<file path="config.mk">
export PLATFORM = sky130hd
export DESIGN_NAME = pi_accum_flat
export DESIGN_NICKNAME = d
export VERILOG_FILES = /design/src/rtl/pi_est_pkg.sv /design/src/rtl/pi_accum_if.sv /design/src/rtl/pi_scale.sv /design/src/rtl/pi_accum.sv /design/src/flat_wrapper.sv
export SDC_FILE = /design/constraint.sdc
export NUM_CORES = 1
export LEC_CHECK = 0
export BUFFER_PORTS_ARGS = -buffer_cell sky130_fd_sc_hd__buf_2
export CAP_MARGIN = 20
export CELL_PAD_IN_SITES_DETAIL_PLACEMENT = 2
export CELL_PAD_IN_SITES_GLOBAL_PLACEMENT = 2
export CORE_ASPECT_RATIO = 0.9
export CORE_MARGIN = 4
export CORE_UTILIZATION = 26
export CTS_CLUSTER_SIZE = 28
export DETAILED_ROUTE_END_ITERATION = 8
export PLACE_DENSITY_LB_ADDON = 0.1
export SLEW_MARGIN = 5
export SYNTH_ARGS = -nofsm -noshare
export SYNTH_HDL_FRONTEND = slang
export SYNTH_SLANG_ARGS = --single-unit
</file>
<file path="constraint.sdc">
create_clock -name clk -period 3.3 [get_ports clk]
set_input_delay 0.33 -clock clk [delete_from_list [all_inputs] [get_ports clk]]
set_output_delay 0.33 -clock clk [all_outputs]
set_load 0.02 [all_outputs]
</file>
<file path="src/rtl/pi_est_pkg.sv">
`default_nettype none
// ============================================================================
// Module      : pi_est_pkg
// Description : Shared types and constants for the Monte Carlo pi accumulator.
//               Provides the FSM state encoding, the batch sequence-number width,
//               and a helper that returns the fraction-bit count of the Q2 result.
// Revision    : 1.0 - initial release
// ============================================================================
package pi_est_pkg;

    typedef enum logic [0:0] {
        IDLE  = 1'b0,
        ACCUM = 1'b1
    } state_t;

    localparam int SEQ_WIDTH = 8;

    // An unsigned Q2.F number of total width cnt_width has F = cnt_width - 2.
    function automatic int frac_bits(input int cnt_width);
        return cnt_width - 2;
    endfunction

endpackage
`default_nettype wire

</file>
<file path="src/rtl/pi_accum_if.sv">
`default_nettype none
// ============================================================================
// Module      : pi_accum_if
// Description : Bundle of sample-side and result-side signals of pi_accum.
//               master : the accumulator (consumes samples, owns the result slot)
//               slave  : the environment (drives samples and est_ready)
//   coord_valid_in / op_lt_1_in / enable / clear : sample-side controls
//   est_valid / est_ready                        : result slot handshake
//   est_pi / est_hits / est_seq / overrun        : result payload and status
// Revision    : 1.0 - initial release
// ============================================================================
interface pi_accum_if
    import pi_est_pkg::*;
#(
    parameter int CNT_WIDTH  = 32,
    parameter int BATCH_LOG2 = 20
);
    logic                  coord_valid_in;
    logic                  op_lt_1_in;
    logic                  enable;
    logic                  clear;
    logic                  est_valid;
    logic                  est_ready;
    logic [CNT_WIDTH-1:0]  est_pi;
    logic [BATCH_LOG2:0]   est_hits;
    logic [SEQ_WIDTH-1:0]  est_seq;
    logic                  overrun;

    modport master (
        input  coord_valid_in, op_lt_1_in, enable, clear, est_ready,
        output est_valid, est_pi, est_hits, est_seq, overrun
    );

    modport slave (
        output coord_valid_in, op_lt_1_in, enable, clear, est_ready,
        input  est_valid, est_pi, est_hits, est_seq, overrun
    );
endinterface
`default_nettype wire

</file>
<file path="src/rtl/pi_scale.sv">
`default_nettype none
// ============================================================================
// Module      : pi_scale
// Description : Converts a batch hit count into an unsigned Q2.(CNT_WIDTH-2)
//               pi estimate: est = 4 * h / 2^BATCH_LOG2, i.e. a left shift.
//               A full batch of hits (h = 2^BATCH_LOG2, exactly 4.0) does not fit
//               and saturates to all ones.
//   i_h      : hit count, BATCH_LOG2+1 bits
//   o_est_pi : scaled estimate, CNT_WIDTH bits
// Revision    : 1.0 - initial release
// ============================================================================
module pi_scale
    import pi_est_pkg::*;
#(
    parameter int CNT_WIDTH  = 32,
    parameter int BATCH_LOG2 = 20
) (
    input  wire logic [BATCH_LOG2:0]  i_h,
    output wire logic [CNT_WIDTH-1:0] o_est_pi
);
    localparam int C_SHIFT = frac_bits(CNT_WIDTH) + 2 - BATCH_LOG2;

    logic [CNT_WIDTH-1:0] w_ext;
    logic [CNT_WIDTH-1:0] w_shifted;

    assign w_ext     = CNT_WIDTH'(i_h);
    assign w_shifted = w_ext << C_SHIFT;
    // The MSB of h is only set for h = 2^BATCH_LOG2, the one unrepresentable value.
    assign o_est_pi  = i_h[BATCH_LOG2] ? {CNT_WIDTH{1'b1}} : w_shifted;
endmodule
`default_nettype wire

</file>
<file path="src/rtl/pi_accum.sv">
`default_nettype none
// ============================================================================
// Module      : pi_accum
// Description : Monte Carlo pi accumulator. Counts inside-circle hits over
//               batches of 2^BATCH_LOG2 accepted samples and publishes each
//               batch as a saturated Q2 pi estimate in a valid/ready slot.
//               Sampling never stalls; an unread result that gets overwritten
//               sets the sticky overrun flag.
//   clk  : clock
//   rst  : asynchronous active-high reset
//   bus  : pi_accum_if master view (sample inputs, result slot, status)
// Revision    : 1.0 - initial release
// ============================================================================
module pi_accum
    import pi_est_pkg::*;
#(
    parameter int CNT_WIDTH  = 32,
    parameter int BATCH_LOG2 = 20
) (
    input  wire logic   clk,
    input  wire logic   rst,
    pi_accum_if.master  bus
);
    state_t                r_state_q,      w_state_d;
    logic [BATCH_LOG2-1:0] r_sample_cnt_q, w_sample_cnt_d;
    logic [BATCH_LOG2:0]   r_hit_cnt_q,    w_hit_cnt_d;
    logic [SEQ_WIDTH-1:0]  r_seq_q,        w_seq_d;
    logic                  r_est_valid_q,  w_est_valid_d;
    logic [CNT_WIDTH-1:0]  r_est_pi_q,     w_est_pi_d;
    logic [BATCH_LOG2:0]   r_est_hits_q,   w_est_hits_d;
    logic [SEQ_WIDTH-1:0]  r_est_seq_q,    w_est_seq_d;
    logic                  r_overrun_q,    w_overrun_d;

    logic                  w_accept;
    logic                  w_last;
    logic                  w_handshake;
    logic [BATCH_LOG2:0]   w_h;
    logic [CNT_WIDTH-1:0]  w_scaled;

    assign w_accept    = (r_state_q == ACCUM) && bus.enable && bus.coord_valid_in;
    assign w_last      = w_accept && (r_sample_cnt_q == {BATCH_LOG2{1'b1}});
    assign w_handshake = r_est_valid_q && bus.est_ready;
    // Final hit count including the sample being accepted this cycle.
    assign w_h         = r_hit_cnt_q + {{BATCH_LOG2{1'b0}}, bus.op_lt_1_in};

    pi_scale #(
        .CNT_WIDTH  (CNT_WIDTH),
        .BATCH_LOG2 (BATCH_LOG2)
    ) u_scale (
        .i_h      (w_h),
        .o_est_pi (w_scaled)
    );

    always_comb begin
        w_state_d      = r_state_q;
        w_sample_cnt_d = r_sample_cnt_q;
        w_hit_cnt_d    = r_hit_cnt_q;
        w_seq_d        = r_seq_q;
        w_est_valid_d  = r_est_valid_q;
        w_est_pi_d     = r_est_pi_q;
        w_est_hits_d   = r_est_hits_q;
        w_est_seq_d    = r_est_seq_q;
        w_overrun_d    = r_overrun_q;

        case (r_state_q)
            IDLE:    if (bus.enable)  w_state_d = ACCUM;
            ACCUM:   if (!bus.enable) w_state_d = IDLE;
            default: w_state_d = IDLE;
        endcase

        if (w_last) begin
            w_sample_cnt_d = '0;
            w_hit_cnt_d    = '0;
        end else if (w_accept) begin
            w_sample_cnt_d = r_sample_cnt_q + 1'b1;
            w_hit_cnt_d    = w_h;
        end

        if (w_last) begin
            w_est_valid_d = 1'b1;
            w_est_pi_d    = w_scaled;
            w_est_hits_d  = w_h;
            w_est_seq_d   = r_seq_q;
            w_seq_d       = r_seq_q + 1'b1;
            // Only an unconsumed old result counts as lost; a same-cycle
            // handshake means the old value was taken.
            if (r_est_valid_q && !bus.est_ready) w_overrun_d = 1'b1;
        end else if (w_handshake) begin
            w_est_valid_d = 1'b0;
        end

        if (bus.clear) begin
            w_state_d      = IDLE;
            w_sample_cnt_d = '0;
            w_hit_cnt_d    = '0;
            w_seq_d        = '0;
            w_est_valid_d  = 1'b0;
            w_est_pi_d     = '0;
            w_est_hits_d   = '0;
            w_est_seq_d    = '0;
            w_overrun_d    = 1'b0;
        end
    end

    always_ff @(posedge clk or posedge rst) begin
        if (rst) begin
            r_state_q      <= IDLE;
            r_sample_cnt_q <= '0;
            r_hit_cnt_q    <= '0;
            r_seq_q        <= '0;
            r_est_valid_q  <= 1'b0;
            r_est_pi_q     <= '0;
            r_est_hits_q   <= '0;
            r_est_seq_q    <= '0;
            r_overrun_q    <= 1'b0;
        end else begin
            r_state_q      <= w_state_d;
            r_sample_cnt_q <= w_sample_cnt_d;
            r_hit_cnt_q    <= w_hit_cnt_d;
            r_seq_q        <= w_seq_d;
            r_est_valid_q  <= w_est_valid_d;
            r_est_pi_q     <= w_est_pi_d;
            r_est_hits_q   <= w_est_hits_d;
            r_est_seq_q    <= w_est_seq_d;
            r_overrun_q    <= w_overrun_d;
        end
    end

    assign bus.est_valid = r_est_valid_q;
    assign bus.est_pi    = r_est_pi_q;
    assign bus.est_hits  = r_est_hits_q;
    assign bus.est_seq   = r_est_seq_q;
    assign bus.overrun   = r_overrun_q;
endmodule
`default_nettype wire

</file>
<file path="src/flat_wrapper.sv">
// flat-port wrapper written by rule: the top's interface ports become plain ports
module pi_accum_flat import pi_est_pkg::*;
#(
    parameter int CNT_WIDTH  = 32,
    parameter int BATCH_LOG2 = 20
)
  (clk, rst, bus_coord_valid_in, bus_op_lt_1_in, bus_enable, bus_clear, bus_est_ready, bus_est_valid, bus_est_pi, bus_est_hits, bus_est_seq, bus_overrun);
  pi_accum_if #(.CNT_WIDTH(CNT_WIDTH), .BATCH_LOG2(BATCH_LOG2)) bus_i ();
  input  wire logic clk;
  input  wire logic rst;
  input wire logic [$bits(bus_i.coord_valid_in)-1:0] bus_coord_valid_in;
  input wire logic [$bits(bus_i.op_lt_1_in)-1:0] bus_op_lt_1_in;
  input wire logic [$bits(bus_i.enable)-1:0] bus_enable;
  input wire logic [$bits(bus_i.clear)-1:0] bus_clear;
  input wire logic [$bits(bus_i.est_ready)-1:0] bus_est_ready;
  output wire logic [$bits(bus_i.est_valid)-1:0] bus_est_valid;
  output wire logic [$bits(bus_i.est_pi)-1:0] bus_est_pi;
  output wire logic [$bits(bus_i.est_hits)-1:0] bus_est_hits;
  output wire logic [$bits(bus_i.est_seq)-1:0] bus_est_seq;
  output wire logic [$bits(bus_i.overrun)-1:0] bus_overrun;
  assign bus_i.coord_valid_in = bus_coord_valid_in;
  assign bus_i.op_lt_1_in = bus_op_lt_1_in;
  assign bus_i.enable = bus_enable;
  assign bus_i.clear = bus_clear;
  assign bus_i.est_ready = bus_est_ready;
  assign bus_est_valid = bus_i.est_valid;
  assign bus_est_pi = bus_i.est_pi;
  assign bus_est_hits = bus_i.est_hits;
  assign bus_est_seq = bus_i.est_seq;
  assign bus_overrun = bus_i.overrun;
  pi_accum #(.CNT_WIDTH(CNT_WIDTH), .BATCH_LOG2(BATCH_LOG2)) u_core (.clk(clk), .rst(rst), .bus(bus_i));
endmodule
</file>
* Word level (Yosys, flattened, before mapping)
Cells that the tools add are included.
** Storage, ports and cells
- Flip-flop bits (word level) :: 113
- Output and inout bits :: 63
- Word-level logic and storage cells :: 47
** Operators by class
- Add/subtract/negate cells :: 3
- Eq/ne operators :: 1
- Mux-type cells :: 23
- Reduce and logical (&&, ||, !) cells :: 11
** Operators with widths (number)
- $mux 21 :: 5
- $mux 32 :: 3
- $mux 20 :: 3
- $mux 8 :: 4
- $add 21x1->21 :: 1
- $add 20x1->20 const B :: 1
- $eq 20x20->1 const B :: 1
- $add 8x1->8 const B :: 1
- $mux 1 :: 8
- $reduce_bool 3->1 :: 2
- $logic_and 1x1->1 :: 5
- $reduce_bool 2->1 :: 2
- $reduce_and 2->1 :: 1
- $logic_not 1->1 :: 1

* Longest topological paths before layout
Gate-level depths: netlist of run 1.
- Depth in word-level cells :: 5
- Mapped depth :: 8
- Depth with buffers taken out :: 7

* By module
From an unflattened synthesis of run 1, not the netlist that was laid out.
** Unflattened totals
- Cell total of the unflattened synthesis :: 620
- Area total of the unflattened synthesis :: 5569.1 um^2
** Modules (own cells, without submodules)
- pi_accum :: instances 1, cells an instance 586, area an instance 5331.4 um^2
- pi_scale :: instances 1, cells an instance 34, area an instance 237.7 um^2

* Worst setup path after synthesis of run 1
Ideal clock, no wire load.
- Kind :: register to register
- Start :: register u_core.r_hit_cnt_q[0]
- End :: register u_core.r_est_pi_q[22] (netlist: u_core.bus.est_pi[22])
- Library setup time :: 0.138 ns
- Arrival time :: 1.988 ns
- Data required time :: 3.162 ns
- Setup slack :: 1.174 ns
- Cell stages (with the launch flop) :: 9
- Clock period less this slack :: 2.126 ns
- Path through :: dfrtp_1 -> ha_1 -> ha_1 -> nand4_1 -> nor4_4 -> a21boi_2 -> nor3_4 -> buf_4 -> a211oi_1
** On the way
- Cells in the longest elaborated chain, start to end :: 4
** Ends and longest elaborated chain
- from (decl) :: line pi_accum.sv:26 : logic [BATCH_LOG2:0] r_hit_cnt_q, w_hit_cnt_d;
- from (signal assigned) :: line pi_accum.sv:119 : r_hit_cnt_q <= w_hit_cnt_d;
- $add 21x1->21 :: line pi_accum.sv:44 : assign w_h = r_hit_cnt_q + {{BATCH_LOG2{1'b0}}, bus.op_lt_1_in};
- $mux 32 :: line pi_scale.sv:29 : assign o_est_pi = i_h[BATCH_LOG2] ? {CNT_WIDTH{1'b1}} : w_shifted;
- $mux 32 :: line pi_accum.sv:79 : if (w_last) begin
- $mux 32 :: line pi_accum.sv:92 : if (bus.clear) begin
- to (signal assigned) :: line pi_accum.sv:122 : r_est_pi_q <= w_est_pi_d;
- to (decl) :: line pi_accum.sv:29 : logic [CNT_WIDTH-1:0] r_est_pi_q, w_est_pi_d;
Every way passes these cells. The select of a mux whose other input is x is not followed.
A chain may end at the register's enable or synchronous reset.

* Worst setup path after layout of run 1
Same ends and word-level chain as after synthesis.

==> results of run 1 <==
## metrics by stage
stage | total power, µW | setup WS, ns | hold slack (ns) | std cells
CTS | 2470 | 0.737 | 0.0959 | 797
global route | 2520 | 0.514 | 0.114 | 797
floorplan | 1310 | 0.323 | 0.468 | 496
finish | 2410 | 0.775 | 0.0678 | 797
detailed placement | 1340 | 0.664 | 0.478 | 781
global placement | 1340 | 0.671 | 0.482 | 781
## per-layer routing
layer,GRT usage,wire (µm)
met1,0.182,6710
met3,0.0281,495
met5,0,0
met4,0.0366,153
met2,0.224,6630
## logic make-up (layout without fill, tap and decap cells)
family,after synthesis,count (layout)
buf+inv,47,103
xor+xnor,55,55
compound gates,75,75
simple gates,213,213
flops,101,101
mux,1,1
fa+ha+maj,4,4
## worst max-delay path by stage
stage                                         start                            endpoint  cells after the start
2_1_floorplan                                   rst  u_core.bus.est_hits[0]$_DFFE_PP0P_                      1
3_3_place_gp                         bus_op_lt_1_in   u_core.bus.est_pi[16]$_DFFE_PP0P_                      9
3_5_place_dp                         bus_op_lt_1_in   u_core.bus.est_pi[16]$_DFFE_PP0P_                      9
4_1_cts        u_core.r_sample_cnt_q[0]$_DFFE_PP0P_   u_core.bus.est_pi[18]$_DFFE_PP0P_                      7
5_1_grt           u_core.r_hit_cnt_q[0]$_DFFE_PP0P_   u_core.bus.est_pi[15]$_DFFE_PP0P_                      8
6_report          u_core.r_hit_cnt_q[0]$_DFFE_PP0P_   u_core.bus.est_pi[22]$_DFFE_PP0P_                      8
## cells in the final DEF (no fill, tap or decap), types with 9 or more instances in the layout
master and n:
sky130_fd_sc_hd__buf_2 69, sky130_fd_sc_hd__a21oi_1 26, sky130_fd_sc_hd__a211oi_1 20, sky130_fd_sc_hd__nand2_1 46
sky130_fd_sc_hd__dfrtp_1 101, sky130_fd_sc_hd__xnor2_1 24, sky130_fd_sc_hd__clkbuf_16 9, sky130_fd_sc_hd__buf_4 10
sky130_fd_sc_hd__xor2_1 31, sky130_fd_sc_hd__nand4_1 16, sky130_fd_sc_hd__nor2_1 82, sky130_fd_sc_hd__and3_1 10
sky130_fd_sc_hd__nand3_1 19
## registers in the layout, summed over array words and instances, names as in the netlist
register,count
u_core.bus.est_pi,21
u_core.bus.est_valid,1
u_core.bus.est_hits,20
u_core.r_state_q,1
u_core.r_hit_cnt_q,21
u_core.bus.overrun,1
u_core.bus.est_seq,8
u_core.r_sample_cnt_q,20
u_core.r_seq_q,8
## power groups by stage
stage | Sequential, µW | Clock, µW | Combinational (µW)
2_1_floorplan | 1260 | 0 | 43.1
3_3_place_gp | 1260 | 0 | 73.5
3_5_place_dp | 1260 | 0 | 73.9
4_1_cts | 1240 | 1150 | 74.0
5_1_grt | 1240 | 1200 | 79.6
6_report | 1240 | 1100 | 69.5
## worst max-delay path: cells and delay by family (launching register included)
family	cells	cell delay, ns
AND/OR/NAND/NOR	3	1.07
adder cells (fa/ha/maj)	2	0.42
flip-flops	1	0.35
AO/OA/AOI/OAI	2	0.29
buffers and inverters	1	0.25
## area by class of cell
type,count,share of cell area
sequential,101,0.438
multi-input combinational,348,0.372
timing repair buffer,81,0.0798
tap,245,0.0531
clock buffer,11,0.0421
clock inverter,5,0.0104
inverter,6,0.00434
==> summary by stage, run 1 <==
Route
In the routed layout, each cell is associated on average with a via count of 4.72. Dividing the detail-routed wire length by the instance count gives 17.5 µm. The detailed router finished its first iteration with 108 violations. The number of nets with antenna violations after routing is 0. The first detailed-routing pass took 4 iterations.

Summed over all layers, the routed wires come to 14000 µm. For this run, design rule violations remaining after detail routing come to 0. The final route contains 3761 vias.

Worst setup path
STA classifies the critical path endpoint as a register. The category of the worst setup path launch point is a register. The signal on the critical path passes through ha_1, ha_1, nand4_1, nor4_4, a21boi_2, nor3_4, buf_4, a211oi_1. The worst-case reg-to-reg path depth is 8. In this run the worst path has a maximum fanout of 15. The critical path is of the reg2reg type. The reg-to-reg setup timing slack is 0.77 ns. The most used cell along the critical path is sky130_fd_sc_hd__ha_1.

At the worst endpoint, the required time is 3.51 ns. The startpoint identified for the worst register-to-register timing path is u_core.r_hit_cnt_q[0]$_DFFE_PP0P_. The endpoint of the worst-slack reg-to-reg timing path is u_core.bus.est_pi[22]$_DFFE_PP0P_. Data on the critical path arrives at its endpoint at 2.73 ns.

The highest cell delay on the worst timing path is 0.56 ns. The critical-path cell with the highest stage delay is sky130_fd_sc_hd__nor4_4.

Yosys
The portion of netlist area occupied by mux cells is 0.00228. Of the total synthesized cell area, the portion taken by full adders, half adders and majority gates is 0.0101. The combinational family with the most area after synthesis is simple AND/OR/NAND/NOR gates. The average instance in the mapped netlist occupies 9.96 µm². The cell taking the most area after synthesis is sky130_fd_sc_hd__dfrtp_1. In this run the cell area of the synthesized design comes to 4940 µm².

The number of synthesized flops with an enable pin is 0. The simple-gate portion of the synthesized area is 0.220. By count the netlist is led by sky130_fd_sc_hd__dfrtp_1 (101), sky130_fd_sc_hd__nor2_1 (82), sky130_fd_sc_hd__nand2_1 (46), sky130_fd_sc_hd__xor2_1 (31), sky130_fd_sc_hd__a21oi_1 (26). The number of synthesis warnings is 0.

The synthesized net count is 507. The count of unique library cells instantiated by Yosys is 38. Synthesis handed over a netlist of 496 instances.

The share of synthesized area in the top cell type comes to 0.512. The share of the Yosys chip area taken by registers is 0.512. The async set-or-reset flop fraction in the synthesized netlist is 1.00. The flop and latch count out of synthesis is 101. Ranked by total cell area, the synthesized netlist is headed by sky130_fd_sc_hd__dfrtp_1 (51%), sky130_fd_sc_hd__nor2_1 (6.2%), sky130_fd_sc_hd__xor2_1 (5.5%). For this run, the leading register cell type out of synthesis is sky130_fd_sc_hd__dfrtp_1. The xor/xnor cell area share of the yosys netlist is 0.0975. The library cell with the highest instance count after synthesis is sky130_fd_sc_hd__dfrtp_1. The compound-cell area share of the yosys netlist is 0.105.

Clock network
The H-tree was split into 3 levels. The number of gates resized after cts is 0. Clock tree synthesis inserted a total of 9 buffers. The clock latency at the later pin of the worst-skew pair is 0.35 ns. The CTS tree is done. For this design, the CTS-stage hold fixing added 0 buffers.

The clock transition at the registers of the reported paths is 0.07 ns. The buffer count from post-CTS setup fixing is 0. The clock passes through at most 2 buffers. The TritonCTS sink count is 101. The cell sitting at the root of the clock tree is a sky130_fd_sc_hd__clkbuf_16.

Final layout
The number of antenna diodes in the final layout is 0. Compared with the post-synthesis result, the final layout area differs by 16.8%. The total of fill cells in the finished design is 2050. The ratio of cells with drive above 1 in the final layout is 0.208. Once layout is complete, the utilization of the core stands at 0.311. Registers take 2530 µm². In the final layout, the multi-input gates occupy 2150 µm². The final standard cell area without fillers is 5770 µm². The final net count is 558.

STA
The number of hold violations in the final report is 0. The final setup TNS is 0 ns. The max-slew violation count came to 0.

The maximum clock skew at final layout is 0.00595 ns. Setup violations remaining at the end of the flow were counted as 0. The relative slew slack is 0.567.

For the finished layout, the period the worst path requires is 2.53 ns. For the pin with the worst max-slew slack, the measured transition is 0.650 ns. Setup repair after global routing left no endpoint under its margin.

Derived from the worst setup path, the maximum achievable clock frequency is 396 MHz. The portion of the clock cycle consumed by the worst path in the final layout is 0.765.

Global route
Across every metal layer, demand over resource in global routing totals 0.136. The global-route wire length before repair is 23300 µm. The residual overflow from global routing is 0. The via count of the first global-routing pass is 4195. The initial antenna violation count came to 0. The maximum number of pins on one net before global-route repair is 55.

Power
The cell-internal power is 1860 µW. The power per standard cell area is 418 nW/µm². The proportion of power drawn by the clock network is 0.457.

Of the total power, the share spent switching nets is 0.227. The worst voltage drop across the vdd grid is 237 µV. The leakage component of the power is 0.00265 µW. The combinational group share of total power is 0.029. The switching component of the power is 547 µW. The sequential fraction of design power is 0.514.

Floorplanning
During I/O placement, the number of pins put on the boundary was 70. In this run the vertical extent of the chip is 139 µm. The die span in x is 153 µm. The row count is 47. The floorplan step defined a die boundary enclosing 21300 µm². The floorplan core area is 18500 µm². The initial cell density of the core is 0.267.

Flow run
The number of maximum-capacitance violations is 0.

Placement
The total half-perimeter wirelength after legalization and detailed placement is 9610 µm. The placed cell area is 5470 µm². The total of buffers placed on input and output ports is 69. At the end of routability-driven placement, the weighted congestion stood at 0.706.

Run status
The run finished with clean final reports.

Worst hold path
The min-delay analysis places its worst path in the category in2async.
(Power assumes the default switching activity.)
==> run 2, diff against run 1 <==
clock period = 2.5 ns   (was 3.3 ns; I/O delays follow)
==> run 2 against run 1 <==
Compared with the run above: clock power is 19% higher; global-route usage decreased by 0.15 points; power is 26% higher; die area unchanged; count of clock-buffer cells in the layout increased by 2; critical endpoint unchanged.
==> summary by stage, run 2 (synthesized netlist as in run 1, its figures left out) <==
Run status
The run finished with clean final reports.

Power
In this run the static leakage power is 0.00268 µW. The total design power is 3050 µW. The worst voltage drop across the vdd grid is 262 µV. Dividing total power by cell area gives a power density of 524 nW/µm².

Placement
Buffers placed on the I/O ports in this run total 69. The congestion estimate from routability-driven global placement came to 0.717. Detailed placement ended at an HPWL of 9920 µm.

STA
The clock arrives with 0.0111 ns of skew. The slew at the pin closest to its max-slew limit is 0.500 ns. The relative slew slack is 0.667.

The portion of the clock cycle consumed by the worst path in the final layout is 0.922. Static timing analysis puts the maximum clock frequency at 434 MHz. Setup violations remaining at the end of the flow were counted as 0. The max-slew violation count is 0. The final setup TNS is 0 ns. Setup repair after global routing left no endpoint under its margin. The number of hold violations in the final report came to 0. The worst path in the final design needs a cycle of 2.30 ns, including I/O delays and setup.

Clock network
The clock root buffer is sky130_fd_sc_hd__clkbuf_16. After clock tree synthesis, the clock-pin slew on the worst setup and hold paths is 0.07 ns. For the worst-skew pair, the clock arrives at the later sink with an insertion delay of 0.35 ns. Counting the buffers created by CTS gives 9. The CTS tree is done. The number of buffers on the longest clock path is 2. The tree built by TritonCTS fans out to 101 sinks. The H-tree generated during clock tree synthesis spans 3 levels.

Route
The DRC violation count after routing is 0. Detailed routing inserted a total of 3829 vias. After detailed routing, the number of vias per cell comes to 4.77. In this run the remaining antenna-violating nets after routing total 0. The detailed router finished its first iteration with 117 violations. The final routed wire length divided by cell count is 17.4 µm. The final layout contains routed wiring with a total length of 14000 µm.

The first-pass iteration count of the detailed router is 4.

Global route
The first global-routing pass estimated 23000 µm of wire. The total track usage is 0.134. The initial antenna violation count was 0. The maximum number of pins on one net before global-route repair is 54. The via count of the first global-routing pass was 4083. After global routing the overflow that remains totals 0.

Final layout
Counting the fill cells in the layout gives 2068. The ratio of cells with drive above 1 in the final layout is 0.211. Leaving out fill and tap cells, the most frequent cells in the layout are sky130_fd_sc_hd__dfrtp_1 (101), sky130_fd_sc_hd__nor2_1 (82), sky130_fd_sc_hd__buf_2 (69). The most common cell after layout, fill and taps aside is sky130_fd_sc_hd__dfrtp_1. The final net count is 565.

The number of antenna diodes in the final layout is 0. Compared with the post-synthesis result, the final layout area differs by 17.6%.

Worst setup path
The critical path is of the reg2reg type. The highest cell delay on the worst timing path is 0.38 ns. The kind of cell with the highest combined delay along the critical path is simple AND/OR/NAND/NOR gates. The slowest stage of the critical path belongs to the cell sky130_fd_sc_hd__dfrtp_1. Traced cell by cell, the critical path runs through ha_1, nand4_1, nor3_4, nand4_2, nor3_4, buf_4, a211oi_1.

The worst endpoint required time is 2.70 ns. The number of buffers and inverters on the critical path is 1. In this design, the critical path's most frequently occurring cell is sky130_fd_sc_hd__nor3_4.

The category of the worst setup path launch point is a register. The maximum fanout encountered on the critical timing path is 15. STA puts the critical path data arrival time at 2.51 ns.

The endpoint type of the worst setup path is a register.

Floorplanning
The initial cell density of the core is 0.267. During I/O placement, the number of pins put on the boundary was 70. The die span in x is 153 µm. The floorplan step defined a die boundary enclosing 21300 µm².

The floorplan die height is 139 µm. The row count is 47. The floorplan core area is 18500 µm².

Worst hold path
The path class of the lowest-slack min-delay path is in2reg.

Flow run
Max-cap violations in this run came to 0.
-- run 2: cell types whose count changed in the layout (fill, tap and decap cells not counted), moves of 2 or more --
cell	before	now
sky130_fd_sc_hd__buf_12	2	4
sky130_fd_sc_hd__buf_4	10	14
sky130_fd_sc_hd__clkbuf_1	1	3
sky130_fd_sc_hd__clkinv_4	2	0
-- run 2: layout make-up --
| cell class | count | area, µm² | area share |
|---|---|---|---|
| clock buffers | 13 | 250 | 0.0431 |
| clock inverters | 2 | 10.0 | 0.00172 |
| inverters | 6 | 26.3 | 0.00452 |
| multi-input cells | 348 | 2150 | 0.370 |
| flip-flops and latches | 101 | 2530 | 0.435 |
| well taps | 245 | 307 | 0.0528 |
| repair buffers | 88 | 541 | 0.0931 |
-- run 2: where the power goes --
part,internal (µW),switching (µW),total [µW],leakage (µW)
logic,21.6,74.3,95.9,0.00114
clock network,697,616,1310,0.000129
registers,1630,1.57,1640,0.00141
total,2350,692,3050,0.00268
-- run 2: worst reg2reg max path: stages, from the launching register on --
cell                       delay, ns
sky130_fd_sc_hd__dfrtp_1        0.38
sky130_fd_sc_hd__ha_1           0.19
sky130_fd_sc_hd__nand4_1        0.31
sky130_fd_sc_hd__nor3_4         0.32
sky130_fd_sc_hd__nand4_2        0.35
sky130_fd_sc_hd__nor3_4         0.26
sky130_fd_sc_hd__buf_4          0.24
sky130_fd_sc_hd__a211oi_1       0.11
-- run 2: metal layers --
layer	track usage	wire, µm
met1	0.196	7240
met4	0.0422	190
met2	0.203	6100
met5	0	0
met3	0.0237	458
-- run 2: metrics by stage --
stage	cells	area (µm²)	worst slack, ns	hold slack (ns)	util
after floorplan	496	4940	0.374	0.388	-
after global placement	786	5530	0.188	0.251	0.299
after detailed placement	786	5530	0.150	0.257	0.299
after CTS	802	5800	0.147	0.181	0.313
after global routing	803	5810	0.00645	0.188	0.314
final	803	5810	0.195	0.202	0.314
-- run 2: worst paths after layout --
path                                                       from                               endpoint  slack [ns]  cells after the start
min in group asynchronous                                   rst  u_core.r_sample_cnt_q[11]$_DFFE_PP0P_        0.43                      3
max in group asynchronous                                   rst   u_core.r_sample_cnt_q[6]$_DFFE_PP0P_        1.26                      4
setup / recovery           u_core.r_sample_cnt_q[0]$_DFFE_PP0P_      u_core.bus.est_pi[22]$_DFFE_PP0P_        0.20                      7
setup reg to reg           u_core.r_sample_cnt_q[0]$_DFFE_PP0P_      u_core.bus.est_pi[22]$_DFFE_PP0P_        0.20                      7
hold reg to reg                  u_core.bus.overrun$_DFFE_PP0P_         u_core.bus.overrun$_DFFE_PP0P_        0.51                      2
hold / removal                                       bus_enable             u_core.r_state_q$_DFF_PP0_        0.20                      2
-- run 2: repair_timing --
action | 4_1_cts | 5_1_grt
buffers inserted | 0 | 1
endpoints found under the setup margin | 0 | 4
hold buffers | 1 | 0
hold endpoints to repair | 12 | 0
gates resized for setup | 0 | 0
